==> src/rtl/keypad_code_lock_if.sv <==
// Keypad lock bus: key/enter strobes in,
// display feed and result flags out.
interface keypad_code_lock_if #(
  parameter int DIGITS  = 4,
  parameter int N_CODES = 3
);
  localparam int BW = 4 * DIGITS;
  localparam int IW = (N_CODES > 1) ? $clog2(N_CODES) : 1;
  localparam int CW = $clog2(DIGITS + 1);

  logic          key_valid;
  logic [3:0]    key_code;
  logic          enter_valid;
  logic [BW-1:0] disp;
  logic          match;
  logic [IW-1:0] match_idx;
  logic          fail;
  logic          locked;
  logic [CW-1:0] entry_cnt;

  modport master (
    output key_valid, key_code, enter_valid,
    input  disp, match, match_idx, fail, locked, entry_cnt
  );

  modport slave (
    input  key_valid, key_code, enter_valid,
    output disp, match, match_idx, fail, locked, entry_cnt
  );
endinterface

==> src/rtl/keypad_code_lock.sv <==
// Keypad code matcher: buffers the last DIGITS keys, compares on
// enter, holds the result, and locks out after repeated failures.
module keypad_code_lock #(
  parameter int                          DIGITS      = 4,
  parameter int                          N_CODES     = 3,
  parameter logic [N_CODES*4*DIGITS-1:0] CODES       = 48'h7248_0456_1233,
  parameter int                          MAX_FAIL    = 3,
  parameter int                          HOLD_CYCLES = 500,
  parameter int                          LOCK_CYCLES = 5000
) (
  input  logic clk,
  input  logic rst,
  keypad_code_lock_if.slave bus
);
  localparam int BW   = 4 * DIGITS;
  localparam int IW   = (N_CODES > 1) ? $clog2(N_CODES) : 1;
  localparam int CW   = $clog2(DIGITS + 1);
  localparam int FW   = $clog2(MAX_FAIL + 1);
  localparam int TMAX = (HOLD_CYCLES > LOCK_CYCLES) ? HOLD_CYCLES : LOCK_CYCLES;
  localparam int TW   = $clog2(TMAX + 1);

  typedef enum logic [1:0] {IDLE, ENTRY, RESULT, LOCKOUT} state_t;

  state_t        state_q, state_d;
  logic [BW-1:0] buf_q, buf_d;
  logic [BW-1:0] disp_q, disp_d;
  logic [CW-1:0] cnt_q, cnt_d;
  logic [FW-1:0] fail_cnt_q, fail_cnt_d;
  logic [TW-1:0] timer_q, timer_d;
  logic [IW-1:0] idx_q, idx_d;
  logic          match_q, match_d;
  logic          fail_q, fail_d;
  logic          locked_q, locked_d;

  logic          full;
  logic          hit;
  logic [IW-1:0] hit_idx;

  assign full = (cnt_q == CW'(DIGITS));

  // Scan high to low so the lowest matching index wins.
  always_comb begin
    hit     = 1'b0;
    hit_idx = '0;
    for (int k = N_CODES - 1; k >= 0; k--) begin
      if (buf_q == CODES[k*BW +: BW]) begin
        hit     = 1'b1;
        hit_idx = IW'(k);
      end
    end
  end

  always_comb begin
    state_d    = state_q;
    buf_d      = buf_q;
    cnt_d      = cnt_q;
    fail_cnt_d = fail_cnt_q;
    timer_d    = timer_q;
    idx_d      = idx_q;
    match_d    = match_q;
    fail_d     = fail_q;
    locked_d   = locked_q;
    case (state_q)
      IDLE, ENTRY: begin
        if (bus.enter_valid) begin
          if (state_q == ENTRY) begin
            if (full && hit) begin
              match_d    = 1'b1;
              idx_d      = hit_idx;
              fail_cnt_d = '0;
              timer_d    = TW'(HOLD_CYCLES - 1);
              state_d    = RESULT;
            end else if (fail_cnt_q == FW'(MAX_FAIL - 1)) begin
              fail_cnt_d = FW'(MAX_FAIL);
              locked_d   = 1'b1;
              buf_d      = '0;
              cnt_d      = '0;
              timer_d    = TW'(LOCK_CYCLES - 1);
              state_d    = LOCKOUT;
            end else begin
              fail_cnt_d = fail_cnt_q + FW'(1);
              fail_d     = 1'b1;
              timer_d    = TW'(HOLD_CYCLES - 1);
              state_d    = RESULT;
            end
          end
        end else if (bus.key_valid) begin
          buf_d   = BW'({buf_q, bus.key_code});
          cnt_d   = full ? cnt_q : cnt_q + CW'(1);
          state_d = ENTRY;
        end
      end
      RESULT: begin
        if (timer_q == '0) begin
          match_d = 1'b0;
          fail_d  = 1'b0;
          idx_d   = '0;
          buf_d   = '0;
          cnt_d   = '0;
          state_d = IDLE;
        end else begin
          timer_d = timer_q - TW'(1);
        end
      end
      LOCKOUT: begin
        if (timer_q == '0) begin
          fail_cnt_d = '0;
          locked_d   = 1'b0;
          state_d    = IDLE;
        end else begin
          timer_d = timer_q - TW'(1);
        end
      end
      default: state_d = IDLE;
    endcase
    disp_d = (state_d == LOCKOUT) ? '1 : buf_d;
  end

  always_ff @(posedge clk or posedge rst) begin
    if (rst) begin
      state_q    <= IDLE;
      buf_q      <= '0;
      disp_q     <= '0;
      cnt_q      <= '0;
      fail_cnt_q <= '0;
      timer_q    <= '0;
      idx_q      <= '0;
      match_q    <= 1'b0;
      fail_q     <= 1'b0;
      locked_q   <= 1'b0;
    end else begin
      state_q    <= state_d;
      buf_q      <= buf_d;
      disp_q     <= disp_d;
      cnt_q      <= cnt_d;
      fail_cnt_q <= fail_cnt_d;
      timer_q    <= timer_d;
      idx_q      <= idx_d;
      match_q    <= match_d;
      fail_q     <= fail_d;
      locked_q   <= locked_d;
    end
  end

  assign bus.disp      = disp_q;
  assign bus.match     = match_q;
  assign bus.match_idx = idx_q;
  assign bus.fail      = fail_q;
  assign bus.locked    = locked_q;
  assign bus.entry_cnt = cnt_q;
endmodule

==> src/flat_wrapper.sv <==
// flat-port wrapper written by rule: the top's interface ports become plain ports
module keypad_code_lock_flat 
#(
  parameter int                          DIGITS      = 4,
  parameter int                          N_CODES     = 3,
  parameter logic [N_CODES*4*DIGITS-1:0] CODES       = 48'h7248_0456_1233,
  parameter int                          MAX_FAIL    = 3,
  parameter int                          HOLD_CYCLES = 500,
  parameter int                          LOCK_CYCLES = 5000
)
  (clk, rst, bus_key_valid, bus_key_code, bus_enter_valid, bus_disp, bus_match, bus_match_idx, bus_fail, bus_locked, bus_entry_cnt);
  keypad_code_lock_if #(.DIGITS(DIGITS), .N_CODES(N_CODES)) bus_i ();
  input  logic clk;
  input  logic rst;
  input wire logic [$bits(bus_i.key_valid)-1:0] bus_key_valid;
  input wire logic [$bits(bus_i.key_code)-1:0] bus_key_code;
  input wire logic [$bits(bus_i.enter_valid)-1:0] bus_enter_valid;
  output wire logic [$bits(bus_i.disp)-1:0] bus_disp;
  output wire logic [$bits(bus_i.match)-1:0] bus_match;
  output wire logic [$bits(bus_i.match_idx)-1:0] bus_match_idx;
  output wire logic [$bits(bus_i.fail)-1:0] bus_fail;
  output wire logic [$bits(bus_i.locked)-1:0] bus_locked;
  output wire logic [$bits(bus_i.entry_cnt)-1:0] bus_entry_cnt;
  assign bus_i.key_valid = bus_key_valid;
  assign bus_i.key_code = bus_key_code;
  assign bus_i.enter_valid = bus_enter_valid;
  assign bus_disp = bus_i.disp;
  assign bus_match = bus_i.match;
  assign bus_match_idx = bus_i.match_idx;
  assign bus_fail = bus_i.fail;
  assign bus_locked = bus_i.locked;
  assign bus_entry_cnt = bus_i.entry_cnt;
  keypad_code_lock #(.DIGITS(DIGITS), .N_CODES(N_CODES), .CODES(CODES), .MAX_FAIL(MAX_FAIL), .HOLD_CYCLES(HOLD_CYCLES), .LOCK_CYCLES(LOCK_CYCLES)) u_core (.clk(clk), .rst(rst), .bus(bus_i));
endmodule
==> config.mk <==
export PLATFORM = sky130hd
export DESIGN_NAME = keypad_code_lock_flat
export DESIGN_NICKNAME = d
export VERILOG_FILES = /design/src/rtl/keypad_code_lock_if.sv /design/src/rtl/keypad_code_lock.sv /design/src/flat_wrapper.sv
export SDC_FILE = /design/constraint.sdc
export NUM_CORES = 1
export LEC_CHECK = 0
export BUFFER_PORTS_ARGS = -buffer_cell sky130_fd_sc_hd__buf_2
export CAP_MARGIN = 15
export CORE_MARGIN = 5
export CORE_UTILIZATION = 55
export CTS_CLUSTER_SIZE = 30
export DETAILED_ROUTE_END_ITERATION = 8
export PLACE_DENSITY_LB_ADDON = 0.2
export SYNTH_ARGS = -nofsm -noshare
export SYNTH_HDL_FRONTEND = slang
export SYNTH_SLANG_ARGS = --single-unit
==> constraint.sdc <==
create_clock -name clk -period 5.6 [get_ports clk]
set_input_delay 0.84 -clock clk [delete_from_list [all_inputs] [get_ports clk]]
set_output_delay 0.84 -clock clk [all_outputs]
set_load 0.01 [all_outputs]
==> flow_summary.ini, run 1 <==
[status]
status = finished clean

[grt]
grt.total_usage = 0.2072
grt-ovfl-total = 0
grt_max_degree = 58
grt_pass1_vias = 2224
grt_first_pass_wirelength_mm = 10.52
antenna_found_initial = 0

[routing]
routedWlPerCell_um = 16.86
avgViaCountPerCell = 6.265
drt-pass1-iter-count = 4
drc = 0
drt_iter0_markers = 197
ant_nets = 0
wl_mm = 6.305
vias = 2343

[sta]
setup-violations-final = 0
skew_ns = 0.009483
slew_headroom = 0.3604
fmax_mhz = 328.1
fin_setup_tns_ns = 0
rsz0062_at_grt = no
worst_pin_slew_ns = 0.9593
drv_slew = 0
post-route-period-util = 0.5442
hold_viol_final = 0
min_period_ns = 3.048

[cts]
clk_pin_slew_worst_paths_ns = 0.07
post-cts-setup-buffers = 0
htree_levels = 3
cts_tree = done
clock_latency_ns = 0.34
cts_resized = 0
hold_buffers = 0
cts.sinks = 57
cts_root_buffer = clkbuf_8
cts_buffer_depth = 2
numCtsBuffers = 9

[floorplan]
io_pins = 32
num_rows = 26
die_w_um = 82.73
die_h_um = 82.73
core_area_um2 = 5107
die-area_um2 = 6843
floorplan.initialDensity = 0.5696

[job]
cap_violations = 0

[logic_synthesis]
synth_xor_area_frac = 0
ys_seq_area_frac = 0.4903
synthMuxAreaShare = 0.007312
synth_edf_count = 0
synthAdderAreaFrac = 0.03871
syn_nets = 286
post-synth-top-area-fraction = 0.4903
synth_simple_gate_area_frac = 0.1398
ys_ff_latch = 57
async_reset_ff_frac = 1.000
syn-cell-area_um2 = 2909
synth_top_family_by_area = compound AO/OA/AOI/OAI gates
synth_flop_cell = dfrtp_1
synth_cell_types = 56
syn_inst = 269
yosys-top-cells-area = dfrtp_1 49%, a221o_1 5.5%, a22o_1 4.8%
ys_warn_count = 0
yosysTopAreaCell = dfrtp_1
synth-compound-area-share = 0.2667
avgSynthCellArea_um2 = 10.81

[power_and_ir_drop]
p_switching_w = 0.0007673
power_w = 0.001888
p_int_w = 0.001121
max-vdd-ir-drop_uv = 402.3
switching_share = 0.4064
leakagePower_nw = 1.491
seqPwrFrac = 0.344
pwr-share-comb = 0.426
cellPowerDensity_nw_per_um2 = 574.8
pwr-share-clk = 0.230

[worst_setup_path]
worst_ep_arrival_time_ns = 3.26
slowest_stage = a311o_2
path_class = reg2reg
crit_chain = inv_1 > ha_1 > nor3b_2 > nand4_1 > and2_1 > a311o_2 > a221o_1
critical_path.max_fanout = 32
cp.required_ns = 5.82
end_kind = flop
start_kind = flop
crit_path_max_incr_delay_ns = 0.59

[cells_and_area]
antenna_cells = 0
syn_to_final_growth_pct = 12.90
fill_cells = 421
drive_above_1_share = 0.2039
final_nets = 316

[placement]
port_buffers = 31
hpwl_mm = 4.206
place_congestion = 0.8280

[worst_hold_path]
hp-class = reg2reg
[critical path, delay by kind of cell, from the launching register on]
family	cells	cell delay, ns
adder cells (fa/ha/maj)	1	0.18
AO/OA/AOI/OAI	2	0.97
AND/OR/NAND/NOR	3	1.24
flip-flops	1	0.42
buffers and inverters	1	0.10
[metrics by stage]
step	worst slack [ns]	utilization	hold slack [ns]	cells	instance area, um2
floorplan	3.091	-	0.4456	269	2909
global placement	2.656	0.5987	0.4671	358	3058
detailed placement	2.611	0.5987	0.4720	358	3058
CTS	2.586	0.6431	0.4882	374	3284
global route	2.352	0.6431	0.5067	374	3284
finish	2.552	0.6431	0.4888	374	3284
[synthesized netlist by cell type (3+ instances only)]
cell type / number
dfrtp_1: 57
nand2_1: 18
o21ai_0: 18
a221o_1: 16
a22o_1: 16
inv_1: 14
a21oi_1: 12
ha_1: 9
nor2_1: 9
nor3_1: 9
a31oi_1: 7
clkbuf_1: 6
nand3_1: 5
nor4_1: 5
a21o_1: 4
nand4_1: 4
nand4bb_1: 4
buf_6: 3
nand2b_1: 3
o31ai_1: 3
or3_1: 3
[sequential cells by signal (all words and copies together), names as in the netlist]
| register | cells |
|---|---|
| u_core.bus.match | 1 |
| u_core.timer_q | 13 |
| u_core.bus.match_idx | 2 |
| u_core.bus.entry_cnt | 3 |
| u_core.state_q | 2 |
| u_core.bus.fail | 1 |
| u_core.fail_cnt_q | 2 |
| u_core.buf_q | 16 |
| u_core.bus.disp | 16 |
| u_core.bus.locked | 1 |
[layout make-up]
type / instances / area [um2] / share of cell area
clock buffers: 9 / 123.9 / 0.03771
flip-flops and latches: 57 / 1426 / 0.4343
clock inverters: 7 / 102.6 / 0.03124
inverters: 14 / 52.55 / 0.01600
multi-input cells: 184 / 1321 / 0.4023
well taps: 70 / 87.58 / 0.02667
repair buffers: 33 / 170.2 / 0.05181
[per-layer routing]
metal,up-vias,global-route usage,wire [um]
met5,-,0,0
li1,1105,-,-
met2,77,0.2885,2757
met4,0,0.09804,148
met3,15,0.08134,453
met1,1146,0.2812,2945
[worst paths after layout]
kind                                           start  slack [ns]                 endpoint  cells after the start
worst max-delay path               u_core.timer_q[0]        2.55       u_core.bus.disp[5]                      7
min in group asynchronous                        rst        0.70         u_core.buf_q[10]                      3
worst max register to register     u_core.timer_q[0]        2.55       u_core.bus.disp[5]                      7
max in group asynchronous                        rst        4.44  u_core.bus.entry_cnt[2]                      3
worst min-delay path            u_core.fail_cnt_q[1]        0.49     u_core.fail_cnt_q[1]                      2
worst min register to register  u_core.fail_cnt_q[1]        0.49     u_core.fail_cnt_q[1]                      2
[cells by family after synthesis]
| family | after synthesis |
|---|---|
| AO/OA/AOI/OAI | 102 |
| adder cells (fa/ha/maj) | 9 |
| buffers and inverters | 28 |
| flip-flops | 57 |
| multiplexers | 2 |
| AND/OR/NAND/NOR | 71 |
[cells in the final DEF, fill, tap and decap left out, types with 3 or more instances in the layout]
master	netlist	final
a31oi_1	7	7
nor2_1	9	9
a21oi_1	12	12
o21ai_0	18	18
a22o_1	16	16
inv_1	14	13
nand4_1	4	4
nand2_1	18	18
clkbuf_8	2	9
or3_1	3	3
nand2b_1	3	3
nand3_1	5	5
dfrtp_1	57	57
ha_1	9	9
nor3_1	9	8
a221o_1	16	16
a21o_1	4	4
o31ai_1	3	3
nand4bb_1	4	4
buf_2	1	31
nor4_1	5	5
[power by group through the flow]
stage	combinational, W	clock (W)	sequential, W
2_1_floorplan	0.000660	0	0.000654
5_1_grt	0.000898	0.000467	0.000668
3_3_place_gp	0.000788	0	0.000651
4_1_cts	0.000805	0.000445	0.000648
3_5_place_dp	0.000801	0	0.000655
6_report	0.000805	0.000433	0.000650
No activity file was read; power rests on OpenSTA's default activity.
==> run 2: changes to the inputs <==
- ABC_AREA: not set -> 1
- CORE_UTILIZATION: 55 -> 53
- clock period: 5.6 -> 2.5 ns (I/O delays scaled with it)
==> run 2 against run 1 <==
Against the previous run:
- synthesized area up 9.2%
- synthesized cell count up 55%
- worst hold slack worse by 0.40 ns
- clock skew about the same
- register-to-register slack worse by 2.3 ns
- routed wire length up 8.5%
- largest power group unchanged
- highest routed layer unchanged
==> flow_summary.ini, run 2 <==
[logic_synthesis]
yosysTopAreaCell = dfrtp_1
synth_cell_types = 34
synth_flop_cell = dfrtp_1
ys_ff_latch = 57
syn_inst = 418
synth_most_common_cell = nor2_1
synth_edf_count = 0
async_reset_ff_frac = 1.000
syn_nets = 435
ys_warn_count = 0
avgSynthCellArea_um2 = 7.597
synth_common_cells = 89 x nor2_1, 71 x nand2_1, 57 x dfrtp_1
ys_seq_area_frac = 0.4492
post-synth-top-area-fraction = 0.4492
yosys-top-cells-area = dfrtp_1 45%, nor2_1 11%, nand2_1 8.4%
syn-cell-area_um2 = 3176

[sta]
setup_ws_ns = 0.2813
skew_ns = 0.009388
fmax_mhz = 450.7
drv_slew = 0
post-route-period-util = 0.8875
rsz0062_at_grt = no
hold_viol_final = 0
fin_setup_tns_ns = 0
min_period_ns = 2.219
slew_headroom = 0.6982
setup-violations-final = 0
worst_pin_slew_ns = 0.4499

[cells_and_area]
fin_area_um2 = 3572
antenna_cells = 0
syn_to_final_growth_pct = 12.49
final_common_cell = nor2_1
final_nets = 469
final_cell_mix = 89 x nor2_1, 71 x nand2_1, 57 x dfrtp_1
fin_util = 0.6069
drive_above_1_share = 0.1619

[cts]
cts_tree = done
clock_latency_ns = 0.33
cts.sinks = 57
cts_buffer_depth = 2
hold_buffers = 0
clk_pin_slew_worst_paths_ns = 0.06
htree_levels = 3
cts_root_buffer = clkbuf_8
cts_resized = 0
numCtsBuffers = 9
post-cts-setup-buffers = 0

[routing]
routedWlPerCell_um = 12.85
drc = 0
drt_iter0_markers = 161
drt-pass1-iter-count = 4
wl_mm = 6.838
avgViaCountPerCell = 5.107
vias = 2717
ant_nets = 0

[placement]
hpwl_mm = 4.877
dpl-instance-area_um2 = 3383
place_ws_ns = 0.3313
port_buffers = 31
place_congestion = 0.8452

[floorplan]
core_area_um2 = 5886
num_rows = 28
io_pins = 32
die_w_um = 87.41
die-area_um2 = 7640
die_h_um = 87.41
floorplan.initialDensity = 0.5395

[status]
status = finished clean

[worst_setup_path]
start_kind = flop
cp.required_ns = 2.70
end_kind = flop
r2r_cells = 10
path_class = reg2reg
critical_path.max_fanout = 14
worst_ep_arrival_time_ns = 2.42

[grt]
antenna_found_initial = 0
grt_max_degree = 58
grt_first_pass_wirelength_mm = 11.99
grt_pass1_vias = 2609
grt.total_usage = 0.1985
grt-ovfl-total = 0

[power_and_ir_drop]
cellPowerDensity_nw_per_um2 = 1293
pwr-share-comb = 0.478
pwr-share-clk = 0.179
power_w = 0.004619
p_int_w = 0.002548
max-vdd-ir-drop_uv = 732.8
p_switching_w = 0.002070
seqPwrFrac = 0.343
switching_share = 0.4483
leakagePower_nw = 1.897

[job]
cap_violations = 0

[worst_hold_path]
hp-class = in2async
==> run 2: changes by cell type after synthesis, sizes merged, moves of 5 or more <==
cell   previous run  this run
a22o             18         0
nor2              9        93
a31oi             7         1
a21oi            12        26
nand3             5        12
o21ai            20        34
inv              14        58
xor2              0         5
o22ai             1        10
nand2            18        84
a221o            16         0
==> run 2: area by class of cell <==
class / instances / area, um2
fillers: 544 / 2313
clock inverters: 3 / 40.04
repair buffers: 35 / 197.7
clock buffers: 13 / 148.9
multi-input cells: 290 / 1444
inverters: 59 / 221.5
flip-flops and latches: 57 / 1426
well taps: 75 / 93.84
==> run 2: per-stage QoR <==
| stage | hold WS, ns | instances |
|---|---|---|
| 6_report | 0.08831 | 532 |
| 5_1_grt | 0.1351 | 532 |
| 4_1_cts | 0.09527 | 532 |
| 3_5_place_dp | 0.4528 | 516 |
| 3_3_place_gp | 0.4470 | 516 |
| 2_1_floorplan | 0.4517 | 418 |
==> run 2: metal layers <==
metal / GRT usage / wire (um) / vias up
li1: - / - / 1384
met3: 0.04068 / 339 / 11
met2: 0.3034 / 3029 / 57
met5: 0 / 0 / -
met4: 0.08089 / 110 / 0
met1: 0.2745 / 3358 / 1265
==> run 2: final timing paths <==
path | from | to | slack [ns]
max | u_core.state_q[1] | u_core.bus.match_idx[0] | 0.28
min | rst | u_core.bus.disp[8] | 0.09
max reg2reg | u_core.state_q[1] | u_core.bus.match_idx[0] | 0.28
min reg2reg | u_core.bus.match | u_core.bus.match | 0.48
max in group asynchronous | rst | u_core.bus.entry_cnt[1] | 2.17
min in group clk | bus_enter_valid | u_core.bus.entry_cnt[2] | 0.46
==> run 2: power by group through the flow <==
stage | logic (W) | registers (W) | clock network, W
after floorplan | 0.00167 | 0.00161 | 0
after CTS | 0.00222 | 0.00158 | 0.000855
after global routing | 0.00253 | 0.00164 | 0.000891
after global placement | 0.00215 | 0.00158 | 0
final | 0.00221 | 0.00158 | 0.000828
after detailed placement | 0.00221 | 0.00159 | 0
==> run 2: cell families (layout without fill, tap and decap cells) <==
kind of cell / after synthesis / count (layout) / share of synthesized area
adder cells (fa/ha/maj): 9 / 9 / 0.03546
buffers and inverters: 71 / 110 / 0.09614
flip-flops: 57 / 57 / 0.4492
XOR/XNOR: 5 / 5 / 0.01379
AO/OA/AOI/OAI: 77 / 77 / 0.1399
AND/OR/NAND/NOR: 199 / 199 / 0.2656
==> run 2: critical path, cell delays in order (launching register included) <==
cell and delay (ns):
dfrtp_1 0.47, inv_1 0.13, ha_1 0.28, nor2_1 0.18, nor2_1 0.13, inv_1 0.36, nand3_1 0.14, a21oi_1 0.18
inv_1 0.09, nand2_1 0.06, o21ai_0 0.07
==> run 3: changes to the inputs <==
- CORE_UTILIZATION: 53 -> 55
- clock period: 2.5 -> 2.3 ns (I/O delays scaled with it)
==> run 3 against run 2 <==
Against the previous run:
- cell count stayed put
- non-clock buffer count is 3 higher
- global-route usage is 1.6 points higher
- via count is 0.48% higher
- maximum frequency is 6.7% higher
- setup slack worse by 0.060 ns
- combinational power is 12% higher
- utilization is 3.5 points higher
- critical path type unchanged
- critical endpoint is now u_core.timer_q[8]
- largest cell class unchanged
==> flow_summary.ini, run 3 (same netlist as run 2, synthesis figures left out) <==
[grt]
grt_pass1_vias = 2729
grt-ovfl-total = 0
antenna_found_initial = 0
grt.total_usage = 0.2148
grt_first_pass_wirelength_mm = 12.65
grt_max_degree = 30

[cells_and_area]
final_nets = 472
antenna_cells = 0
final_cell_mix = 89 x nor2_1, 71 x nand2_1, 57 x dfrtp_1
multiInputGateArea_um2 = 1444
fill_cells = 501
syn_to_final_growth_pct = 12.61
final_common_cell = nor2_1
regArea_um2 = 1426
drive_above_1_share = 0.1696

[cts]
cts_tree = done
numCtsBuffers = 9
cts_buffer_depth = 2
cts_resized = 0
hold_buffers = 0
post-cts-setup-buffers = 0
clk_pin_slew_worst_paths_ns = 0.07
cts_root_buffer = clkbuf_8
cts.sinks = 57
htree_levels = 3
clock_latency_ns = 0.34

[sta]
min_period_ns = 2.079
drv_slew = 0
worst_pin_slew_ns = 0.6160
setup-violations-final = 0
setup_ws_ns = 0.2213
fin_hold_ws_ns = 0.07246
hold_viol_final = 0
post-route-period-util = 0.9038
fin_setup_tns_ns = 0
fmax_mhz = 481.1
skew_ns = 0.007426
slew_headroom = 0.5887
rsz0062_at_grt = no

[placement]
place_congestion = 0.9129
hpwl_mm = 5.087
port_buffers = 31
place_ws_ns = 0.1605

[floorplan]
die-area_um2 = 7393
die_h_um = 85.99
num_rows = 27
io_pins = 32
die_w_um = 85.99
floorplan.initialDensity = 0.5697
core_area_um2 = 5574

[worst_setup_path]
critical_path.max_fanout = 9
end_kind = flop
r2r_setup_slack_ns = 0.22
r2r_cells = 9
start_kind = flop
r2r_start = u_core.state_q[1]
rr_endpoint = u_core.timer_q[8]
path_class = reg2reg
worst_ep_arrival_time_ns = 2.34
cp.required_ns = 2.56

[power_and_ir_drop]
pwr-share-comb = 0.490
switching_share = 0.4603
p_switching_w = 0.002325
leakagePower_nw = 1.907
p_int_w = 0.002726
power_w = 0.005051
pwr-share-clk = 0.167
cellPowerDensity_nw_per_um2 = 1413
seqPwrFrac = 0.343
max-vdd-ir-drop_uv = 683.2

[job]
cap_violations = 0

[worst_hold_path]
hp-class = in2async

[routing]
ant_nets = 0
drt-pass1-iter-count = 4
avgViaCountPerCell = 5.132
vias = 2730
drc = 0
routedWlPerCell_um = 13.57
drt_iter0_markers = 193
wl_mm = 7.217

[status]
status = finished clean
## run 3: cell type report
type	count	area share
well taps	72	0.02519
clock inverters	3	0.004199
flip-flops and latches	57	0.3989
clock buffers	13	0.04444
multi-input cells	290	0.4038
inverters	59	0.06193
repair buffers	38	0.06158
## run 3: power by group through the flow
stage / clock [W] / combinational, W / sequential (W)
5_1_grt: 0.000912 / 0.00284 / 0.00179
6_report: 0.000846 / 0.00247 / 0.00173
3_5_place_dp: 0 / 0.00243 / 0.00174
3_3_place_gp: 0 / 0.00237 / 0.00174
2_1_floorplan: 0 / 0.00181 / 0.00175
4_1_cts: 0.000860 / 0.00245 / 0.00173
## run 3: how the worst max path moves through the flow
stage | from | endpoint | slack (ns) | depth (start not counted)
6_report | u_core.state_q[1] | u_core.timer_q[8] | 0.22 | 9
3_5_place_dp | u_core.state_q[1] | u_core.timer_q[8] | 0.16 | 9
2_1_floorplan | u_core.state_q[1] | u_core.bus.disp[14] | 0.47 | 9
3_3_place_gp | u_core.state_q[1] | u_core.timer_q[8] | 0.16 | 9
5_1_grt | u_core.state_q[1] | u_core.bus.match_idx[1] | 0.03 | 9
4_1_cts | u_core.state_q[1] | u_core.timer_q[8] | 0.13 | 9
## run 3: metrics by stage
stage               area (um2)  instances    util
floorplan                 3176        418       -
global placement          3387        514  0.6076
detailed placement        3387        514  0.6076
CTS                       3561        530  0.6388
global route              3576        532  0.6415
finish                    3576        532  0.6415
## run 3: critical path: stages (launching register included)
cell and delay, ns:
dfrtp_1 0.49, inv_1 0.15, ha_1 0.29, nor2_1 0.19
nor2_1 0.14, a21oi_4 0.25, inv_2 0.13, nor2_1 0.21
a21oi_1 0.06, o21ai_0 0.08
## run 3: metal layers
metal | track usage | up-vias | part of all wire
met5 | 0 | - | 0
met4 | 0.05899 | 0 | 0.0082
met3 | 0.06052 | 8 | 0.042
met2 | 0.3525 | 58 | 0.49
met1 | 0.2778 | 1273 | 0.46
li1 | - | 1391 | -
